[src/rtl/io_mode_counter.sv]
// Multi-channel register core: each channel can hold, shift in serial data, or
// count up/down behind a shared prescaler. Only the selected channel updates.
module io_mode_counter #(
  parameter int WIDTH    = 7,
  parameter int CHANNELS = 2,
  parameter int PRESCALE = 1,
  localparam int SELW    = (CHANNELS > 1) ? $clog2(CHANNELS) : 1
) (
  input  logic             clk,
  input  logic             rst_n,
  input  logic             en,
  input  logic [1:0]       mode,
  input  logic             din,
  input  logic [SELW-1:0]  sel,
  output logic [WIDTH-1:0] q,
  output logic             wrap
);

  localparam int PW = (PRESCALE > 1) ? $clog2(PRESCALE) : 1;
  localparam logic [1:0] MODE_SHIFT = 2'b01;

  logic [WIDTH-1:0] ch_vec [CHANNELS];
  logic [WIDTH-1:0] q_mux;
  logic [PW-1:0]    presc_reg;
  logic [1:0]       mode_q_reg;
  logic             wrap_reg;
  logic             sel_ok;
  logic             mode_same;
  logic             tick;
  logic             step;
  logic             step_up;

  assign sel_ok    = (int'(sel) < CHANNELS);
  assign mode_same = (mode == mode_q_reg);
  assign tick      = (presc_reg == PW'(PRESCALE - 1));
  // A mode change suppresses the step so every count run starts from a fresh prescale.
  assign step      = en && mode_same && mode[1] && tick;
  assign step_up   = ~mode[0];

  generate
    for (genvar gi = 0; gi < CHANNELS; gi++) begin : g_ch
      logic [WIDTH-1:0] ch_reg;

      always_ff @(posedge clk or negedge rst_n) begin
        if (!rst_n) begin
          ch_reg <= '0;
        end else if (en && sel == SELW'(gi)) begin
          if (mode == MODE_SHIFT) begin
            ch_reg <= {ch_reg[WIDTH-2:0], din};
          end else if (step) begin
            ch_reg <= step_up ? ch_reg + WIDTH'(1) : ch_reg - WIDTH'(1);
          end
        end
      end

      assign ch_vec[gi] = ch_reg;
    end
  endgenerate

  always_comb begin
    q_mux = '0;
    for (int i = 0; i < CHANNELS; i++) begin
      if (sel == SELW'(i)) q_mux = ch_vec[i];
    end
  end

  always_ff @(posedge clk or negedge rst_n) begin
    if (!rst_n) begin
      presc_reg  <= '0;
      mode_q_reg <= 2'b00;
      wrap_reg   <= 1'b0;
    end else begin
      mode_q_reg <= mode;
      // q_mux is the pre-step value of the channel being stepped.
      wrap_reg   <= step && sel_ok && (step_up ? &q_mux : ~|q_mux);
      if (en) begin
        if (!mode_same) begin
          presc_reg <= '0;
        end else if (mode[1]) begin
          presc_reg <= tick ? '0 : presc_reg + PW'(1);
        end
      end
    end
  end

  assign q    = q_mux;
  assign wrap = wrap_reg;

endmodule

[config.mk]
export PLATFORM = sky130hd
export DESIGN_NAME = io_mode_counter
export DESIGN_NICKNAME = d
export VERILOG_FILES = /design/src/rtl/io_mode_counter.sv
export SDC_FILE = /design/constraint.sdc
export NUM_CORES = 1
export LEC_CHECK = 0
export BUFFER_PORTS_ARGS = -buffer_cell sky130_fd_sc_hd__buf_2
export CAP_MARGIN = 20
export CORE_MARGIN = 3
export CORE_UTILIZATION = 40
export CTS_CLUSTER_SIZE = 14
export DETAILED_ROUTE_END_ITERATION = 8
export PLACE_DENSITY = 0.57
export RECOVER_POWER = 25
export SYNTH_ARGS = -nofsm -noshare
export SYNTH_HDL_FRONTEND = slang
export SYNTH_SLANG_ARGS = --single-unit
[constraint.sdc]
create_clock -name clk -period 2.61 [get_ports clk]
set_input_delay 0.522 -clock clk [delete_from_list [all_inputs] [get_ports clk]]
set_output_delay 0.522 -clock clk [all_outputs]
set_load 0.005 [all_outputs]
== Word-level counts from Yosys, hierarchy flattened ==
Index checks and enable logic that the tools add are counted.

* Flip-flop bits (word level): 18
* Latch bits: 0
* Bits in writable memories: 0
* Bits in read-only memories: 0
* Bits of input ports: 7
* Output and inout bits: 8
* Logic and storage cells: 39
* Memories kept: 0

* Add/subtract/negate cells: 5
* Multiply operators: 0
* Divide/modulo/power cells: 0
* Order comparisons: 0
* Equality and inequality tests: 3
* Shift-type cells: 0
* Muxes and demuxes: 11
* Bitwise gates (word level): 2
* Reduce and logical (&&, ||, !) cells: 13

{| class="wikitable"
|+ Operator list
! operator !! count
|-
| 7-bit two-way mux || 7
|-
| 7-bit by 1-bit adder with 7-bit output (second input constant) || 2
|-
| 7-bit by 1-bit subtractor with 7-bit output (second input constant) || 2
|-
| 7-bit AND reduction || 1
|-
| 7-bit OR reduction || 1
|-
| 1-bit logical AND || 6
|-
| 2-bit AND reduction || 3
|-
| 1-bit two-way mux || 4
|-
| 2-bit by 1-bit equality test with 1-bit output (second input constant) || 1
|-
| 2-bit equality test || 1
|-
| 2-bit inequality test (second input constant) || 1
|-
| 1-bit NOT || 2
|-
| 2-bit nonzero test || 1
|-
| 1-bit adder (second input constant) || 1
|-
| 1-bit logical NOT || 1
|}

== Logic depth before layout (Yosys ltp) ==
Gate-level depths: netlist of the first run.

* Depth in word-level cells: 6
* Mapped depth: 7
* Depth with buffers taken out: 7

== Least setup slack after synthesis of the first run ==
No wires, ideal clock.

* Kind: input to register
* From: input port mode[0]
* To: register g_ch[1].ch_reg[6]
* Setup time: 0.101 ns
* Arrival time: 1.896 ns
* Data required time: 2.509 ns
* Path slack: 0.613 ns
* Stages on the path: 7
* Buffers on the path: 0
* Cells stage by stage: inv_1 > fa_1 > nor2b_1 > o31a_1 > nor4_1 > o2111a_1 > nor4_1

* Longest elaborated chain between the ends: 6
* Elaborated cells on any way between the ends: 10
* Classes of those cells: eq/ne (2); mux (3); reduce/logical (5)

{| class="wikitable"
|+ Ends and longest elaborated chain
! element !! RTL line !! text
|-
| from (decl) || 12 || <nowiki>input logic [1:0] mode,</nowiki>
|-
| 2-bit equality test || 34 || <nowiki>assign mode_same = (mode == mode_q_reg);</nowiki>
|-
| 1-bit logical AND (3 in series) || 37 || <nowiki>assign step = en && mode_same && mode[1] && tick;</nowiki>
|-
| 2-bit nonzero test (no source line) || - ||
|-
| 2-bit AND reduction (no source line) || - ||
|-
| to (signal assigned) || 49 || <nowiki>ch_reg <= {ch_reg[WIDTH-2:0], din};</nowiki>
|-
| to (signal assigned) || 51 || <nowiki>ch_reg <= step_up ? ch_reg + WIDTH'(1) : ch_reg - WIDTH'(1);</nowiki>
|-
| to (decl) || 42 || <nowiki>logic [WIDTH-1:0] ch_reg;</nowiki>
|}

Parallel ways exist; a longest one is shown, timed or not. The select of a mux whose other input is x is not followed.
A chain may end at the register's enable or synchronous reset.

== Worst setup path in the final report of the first run ==
Ends and elaborated chain as after synthesis.

==> run metrics, run 1 <==
Reg-to-Reg Start g_ch[1].ch_reg[0]; final WL approximately 4000 microns; most frequent cells after synthesis nor2_1 (23), a21oi_1 (18), dfrtp_1 (17); cell mode on critical path nor4_1; area share of the largest cell type after synthesis about 28%; critical path startpoint mode[0]; Leak Pwr 0.7094 nW; top cell type by total area after synthesis dfrtp_1; Core ar. 3468 sq um; # nets final between 200 and 250; RSZ-0062 raised after global routing false; met3 Usage GRT under 10%; synthesis warning total 0; Clock transition at path regs 0.07 ns; CP bufs+invs 2; Syn Nets between 200 and 250; Longest Clk Path Bufs 2; Worst Path Required between 2 and 3 ns; R2R depth 7; PD cells just under 1000 nW/um^2; Post-synth EDFFs 0; GRT met1 Usage around 26%; # diodes 0; Post-synth ARST share 100.0%; Worst IR Drop VDD roughly 440 uV; Final Hold Slack 0.4091 ns; largest net degree at the start of global routing 20; Worst Max-Slew Pin Slew between 1 and 1.5 ns; slowest stage delay, CP 0.35 ns; Root Driver clkbuf_8; CP max stage cell ha_1; fin crit period between 2 and 2.5 ns; Final Cycle Share between 70% and 80%; post-CTS setup buffer count 0; port buffer count 14; DR iter-0 viols 62; utilization after layout between 40% and 50%; Max Freq a little under 500 MHz; flop-to-flop setup slack between 0.5 and 0.6 ns; Total Power ~0.0016 W; reg2reg end g_ch[1].ch_reg[6]; row count 21; final hold viol count 0; worst setup path class in -> reg; max reg flops 14; most frequent cell after synthesis nor2_1; drc violations 0; crit path capture g_ch[1].ch_reg[6]; layout cells sized above 1 roughly 14%; Yosys cell types between 40 and 50; vias in the first global route about 1,500; chip width 67.27 microns; DIE HEIGHT approximately 67 microns; ys flop type dfrtp_1; critical-path maximum fanout 12; slew margin rel. roughly a third; setup violators final 0; IO Count 15; fin. max-slew vios 0; synthesized area around 1500 sq um; CTS buffer count 3; sequential-to-total area share from yosys stat approximately 28%; Die ar. 4525 sq um; status finished, final reports clean; Worst path depth 8; worst skew pair latency ~0.26 ns; GRT overflow 0; area grow syn2layout 11.42%; Area contributors post-synth dfrtp_1 (28%), ha_1 (8.3%), a21oi_1 (6.0%), nor2_1 (5.8%), o21ai_0 (4.0%); max_cap viols 0; Pre-antenna DRT Iters 4; Post-Syn Instances between 150 and 200; post-detail-place hpwl between 2000 and 3000 microns; type of destination of the critical path flop; setup TNS 0 ns; critical-path cell list buf_2, buf_4, ha_1, nor2b_1, o31a_1, nor4_1, o2111a_1, nor4_1; Worst Path Arrival roughly 2.2 ns; CTS tree done; mean post-synth cell area 8.072 sq um; WL/cell 16.01 microns; Placer Congestion approximately 0.84; initial antenna violation count 0; Starting Density 43.29%; met2 Use GR between 20% and 30%; # hold bufs at CTS 0; first-pass GRT wire length about 6500 microns; Avg Vias per Cell ~5.8; worst hold path type in -> async; via count between 1,000 and 1,500; Total GRT Usage a little under a fifth; crit path launch type primary input; Clock Sinks 17; clk_skew around 0.0018 ns; Resized Gates After CTS 0; busiest layer in global routing met2; flip-flop and latch count after synthesis 17; Post-DRT Antenna Nets 0; Max H-tree Level 1; CP top delay family simple AND/OR/NAND/NOR gates
==> worst min-delay path by stage <==
stage,start,cells past startpoint,to,slack (ns)
finish,rst_n,1,g_ch[0].ch_reg[5],0.41
global placement,rst_n,1,g_ch[0].ch_reg[5],0.48
CTS,rst_n,1,g_ch[0].ch_reg[5],0.20
global route,rst_n,1,g_ch[0].ch_reg[6],0.49
floorplan,rst_n,0,g_ch[0].ch_reg[0],0.23
detailed placement,rst_n,1,g_ch[0].ch_reg[5],0.48
==> through the flow <==
stage / cells / setup slack (ns) / area, sq um
after floorplan: 186 / 0.6135 / 1501
after global routing: 247 / 0.3313 / 1673
final: 247 / 0.5544 / 1673
after global placement: 243 / 0.3879 / 1629
after CTS: 247 / 0.5676 / 1674
after detailed placement: 243 / 0.3154 / 1629
==> power by group <==
part | leakage (nW) | total [W] | internal [W] | switching, W
clock network | 0.0228 | 0.000206 | 0.000109 | 0.0000976
logic | 0.492 | 0.000915 | 0.000421 | 0.000494
registers | 0.195 | 0.000518 | 0.000359 | 0.000159
total | 0.709 | 0.00164 | 0.000888 | 0.000750
==> logic make-up (layout without fill, tap and decap cells) <==
logic type	Yosys count	after routing	synth area share, %
XOR/XNOR	2	2	1.167
AND/OR/NAND/NOR	71	71	24.25
buffers and inverters	18	33	5.001
AO/OA/AOI/OAI	62	62	27.33
adder cells (fa/ha/maj)	12	12	11.00
multiplexers	4	4	2.917
flip-flops	17	17	28.33
==> layout by cell type, fill, tap and decap left out, types with 2 or more instances in the layout <==
| cell | Yosys | final |
|---|---|---|
| a211oi_1 | 3 | 3 |
| a21o_1 | 2 | 2 |
| a21oi_1 | 18 | 18 |
| a31oi_1 | 6 | 6 |
| and2_1 | 2 | 2 |
| buf_2 | 6 | 13 |
| buf_4 | 0 | 5 |
| clkbuf_1 | 2 | 2 |
| clkbuf_8 | 0 | 3 |
| dfrtp_1 | 17 | 17 |
| fa_1 | 2 | 2 |
| ha_1 | 10 | 10 |
| inv_1 | 10 | 10 |
| mux2_2 | 2 | 2 |
| nand2_1 | 15 | 15 |
| nand2b_1 | 3 | 3 |
| nand3_1 | 3 | 3 |
| nand4_1 | 2 | 2 |
| nor2_1 | 23 | 23 |
| nor2b_1 | 4 | 4 |
| nor3_1 | 3 | 3 |
| nor3b_1 | 2 | 2 |
| nor4_1 | 4 | 4 |
| o2111ai_1 | 2 | 2 |
| o21a_1 | 2 | 2 |
| o21ai_0 | 12 | 12 |
| o221ai_1 | 3 | 3 |
| o22ai_1 | 2 | 2 |
| o31a_1 | 2 | 2 |
| or2_2 | 2 | 2 |
| or3_1 | 2 | 2 |
| xnor2_1 | 2 | 2 |
==> routing by layer <==
layer / share of wire (%) / wire length [microns] / vias up
met5: 0 / 0 / -
met4: 1.4 / 55 / 0
met3: 4.3 / 170 / 5
met2: 45 / 1764 / 31
met1: 50 / 1964 / 674
li1: - / - / 724
==> cell type report <==
type	instances	area (sq um)
Inverter	10	37.54
Clock buffer	4	45.04
Multi-Input combinational cell	151	1001
Tap cell	46	57.56
Sequential cell	17	425.4
Fill cell	368	1795
Timing Repair Buffer	19	106.4
Power figures use the tool's default switching activity.
==> run 2: changes to the inputs <==
Clock period 2.61 ns to 2.1 ns, I/O delays scaled along.
==> run 2 against run 1 <==
  * Worst setup slack worse by 0.41 ns
  * Via count is 4.8% higher
  * Highest routed layer unchanged
  * Largest cell class unchanged
  * Combinational power is 46% higher
  * Core utilization is 3.4 points higher
  * Count of clock-buffer cells in the layout stayed put
  * Final area is 7.0% higher
  * Sequential power is 14% higher
  * Critical path type is now reg -> reg
  * Register-to-register slack worse by 0.41 ns
==> run metrics, run 2 (same netlist as run 1, synthesis figures left out) <==
largest net degree at the start of global routing 24; Leak Pwr a little under 0.8 nW; Placer Congestion 0.8467; port buffer count 14; Pre-antenna DRT Iters 4; # diodes 0; RSZ-0062 raised after global routing false; clk_skew approximately 0.0018 ns; Clock Sinks 17; WL/cell around 15 microns; Root Driver clkbuf_8; final hold viol count 0; Resized Gates After CTS 0; most common cell after layout, fill and taps aside nor2_1; sequential power share between 20% and 30%; setup TNS 0 ns; critical-path maximum fanout 6; Total Power approximately 0.0022 W; Starting Density a little over two fifths; Post-DRT Antenna Nets 0; max_cap viols 0; layout cells sized above 1 around a fifth; IO Count 15; Sw Ratio 43.51%; Fill cells around 370; fin. max-slew vios 0; worst hold path type in -> async; chip width just under 70 microns; # nets final 235; clock share of power 11.3%; row count 21; CP bufs+invs 1; critical-path cell list inv_1, fa_1, nor2b_1, o31a_1, o22a_1, o2111ai_1, a31oi_1; status finished, final reports clean; via count 1,503; utilization after layout between 50% and 60%; vias in the first global route 1,417; Worst IR Drop VDD around 610 uV; Worst Max-Slew Pin Slew about 1 ns; Core ar. approximately 3500 sq um; CP top delay family compound AO/OA/AOI/OAI gates; Final Hold Slack around 0.30 ns; # hold bufs at CTS 0; slew margin rel. 34.29%; Die ar. 4525 sq um; post-detail-place hpwl 3041 microns; final WL slightly above 4000 microns; slowest stage delay, CP 0.45 ns; DIE HEIGHT 67.27 microns; CTS buffer count 3; area grow syn2layout 19.25%; Avg Vias per Cell 5.759; CTS tree done; setup violators final 0; internal power roughly 0.0012 W; Total GRT Usage 19.61%; Worst Path Required 2.27 ns; Clock transition at path regs about 0.060 ns; fin crit period between 1.5 and 2 ns; Post-DP Area 1747 sq um; Max H-tree Level 1; Design Area, Final ~1800 sq um; type of destination of the critical path flop; post-CTS setup buffer count 0; max reg flops 14; Net Sw Power ~0.00095 W; worst setup path class reg -> reg; worst skew pair latency roughly 0.25 ns; GRT overflow 0; CP max stage cell dfrtp_1; first-pass GRT wire length 6651 microns; initial antenna violation count 0; Worst Path Arrival around 2.1 ns; crit path launch type flop; Gate power share between 60% and 70%; PD cells around 1200 nW/um^2; commonest cells after routing, fill and taps aside nor2_1 (23), a21oi_1 (18), buf_4 (18); Final Cycle Share between 90% and 100%; Max Freq about 510 MHz; DR iter-0 viols between 100 and 150; drc violations 0; Longest Clk Path Bufs 2
==> run 2: final timing paths <==
| kind | start | to | slack [ns] | cells past startpoint |
|---|---|---|---|---|
| setup reg to reg | g_ch[0].ch_reg[1] | g_ch[0].ch_reg[6] | 0.15 | 7 |
| max in group asynchronous | rst_n | g_ch[1].ch_reg[4] | 1.20 | 1 |
| min in group clk | mode[1] | mode_q_reg[1] | 0.40 | 1 |
| hold / removal | rst_n | g_ch[0].ch_reg[6] | 0.30 | 1 |
| hold reg to reg | mode_q_reg[1] | wrap | 0.58 | 2 |
| setup / recovery | g_ch[0].ch_reg[1] | g_ch[0].ch_reg[6] | 0.15 | 7 |
==> run 2: area by class of cell <==
| class | count | area (sq um) | share of cell area, % |
|---|---|---|---|
| Multi-Input combinational cell | 151 | 1001 | 55.90 |
| Inverter | 10 | 37.54 | 2.096 |
| Clock buffer | 4 | 45.04 | 2.516 |
| Sequential cell | 17 | 425.4 | 23.76 |
| Tap cell | 46 | 57.56 | 3.215 |
| Timing Repair Buffer | 33 | 224.0 | 12.51 |
==> run 2: metal layers <==
layer | part of all wire [%] | GRT usage [%] | routed length, microns | vias up
met2 | 46 | 31.29 | 1854 | 50
li1 | - | - | - | 753
met3 | 6.0 | 3.993 | 243 | 6
met1 | 47 | 26.49 | 1879 | 694
met4 | 1.3 | 6.329 | 53 | 0
met5 | 0 | 0 | 0 | -
==> run 2: per-stage QoR <==
stage                     cells  worst slack (ns)
after global routing        261           0.04805
after CTS                   261            0.2113
final                       261            0.1451
after detailed placement    257          -0.05237
after global placement      257         -0.008668
after floorplan             186            0.2055
==> run 2: power by group through the flow <==
stage,logic (W),clock network [W],registers (W)
2_1_floorplan,0.000876,0,0.000575
3_3_place_gp,0.00128,0,0.000591
3_5_place_dp,0.00132,0,0.000595
4_1_cts,0.00134,0.000257,0.000589
5_1_grt,0.00150,0.000275,0.000611
6_report,0.00134,0.000246,0.000588
==> run 2: worst reg2reg max path, cell delays in order (launching register included) <==
cell and delay [ns]:
dfrtp_1 0.45, inv_1 0.11, fa_1 0.39, nor2b_1 0.18, o31a_1 0.24, o22a_1 0.20, o2111ai_1 0.13, a31oi_1 0.17
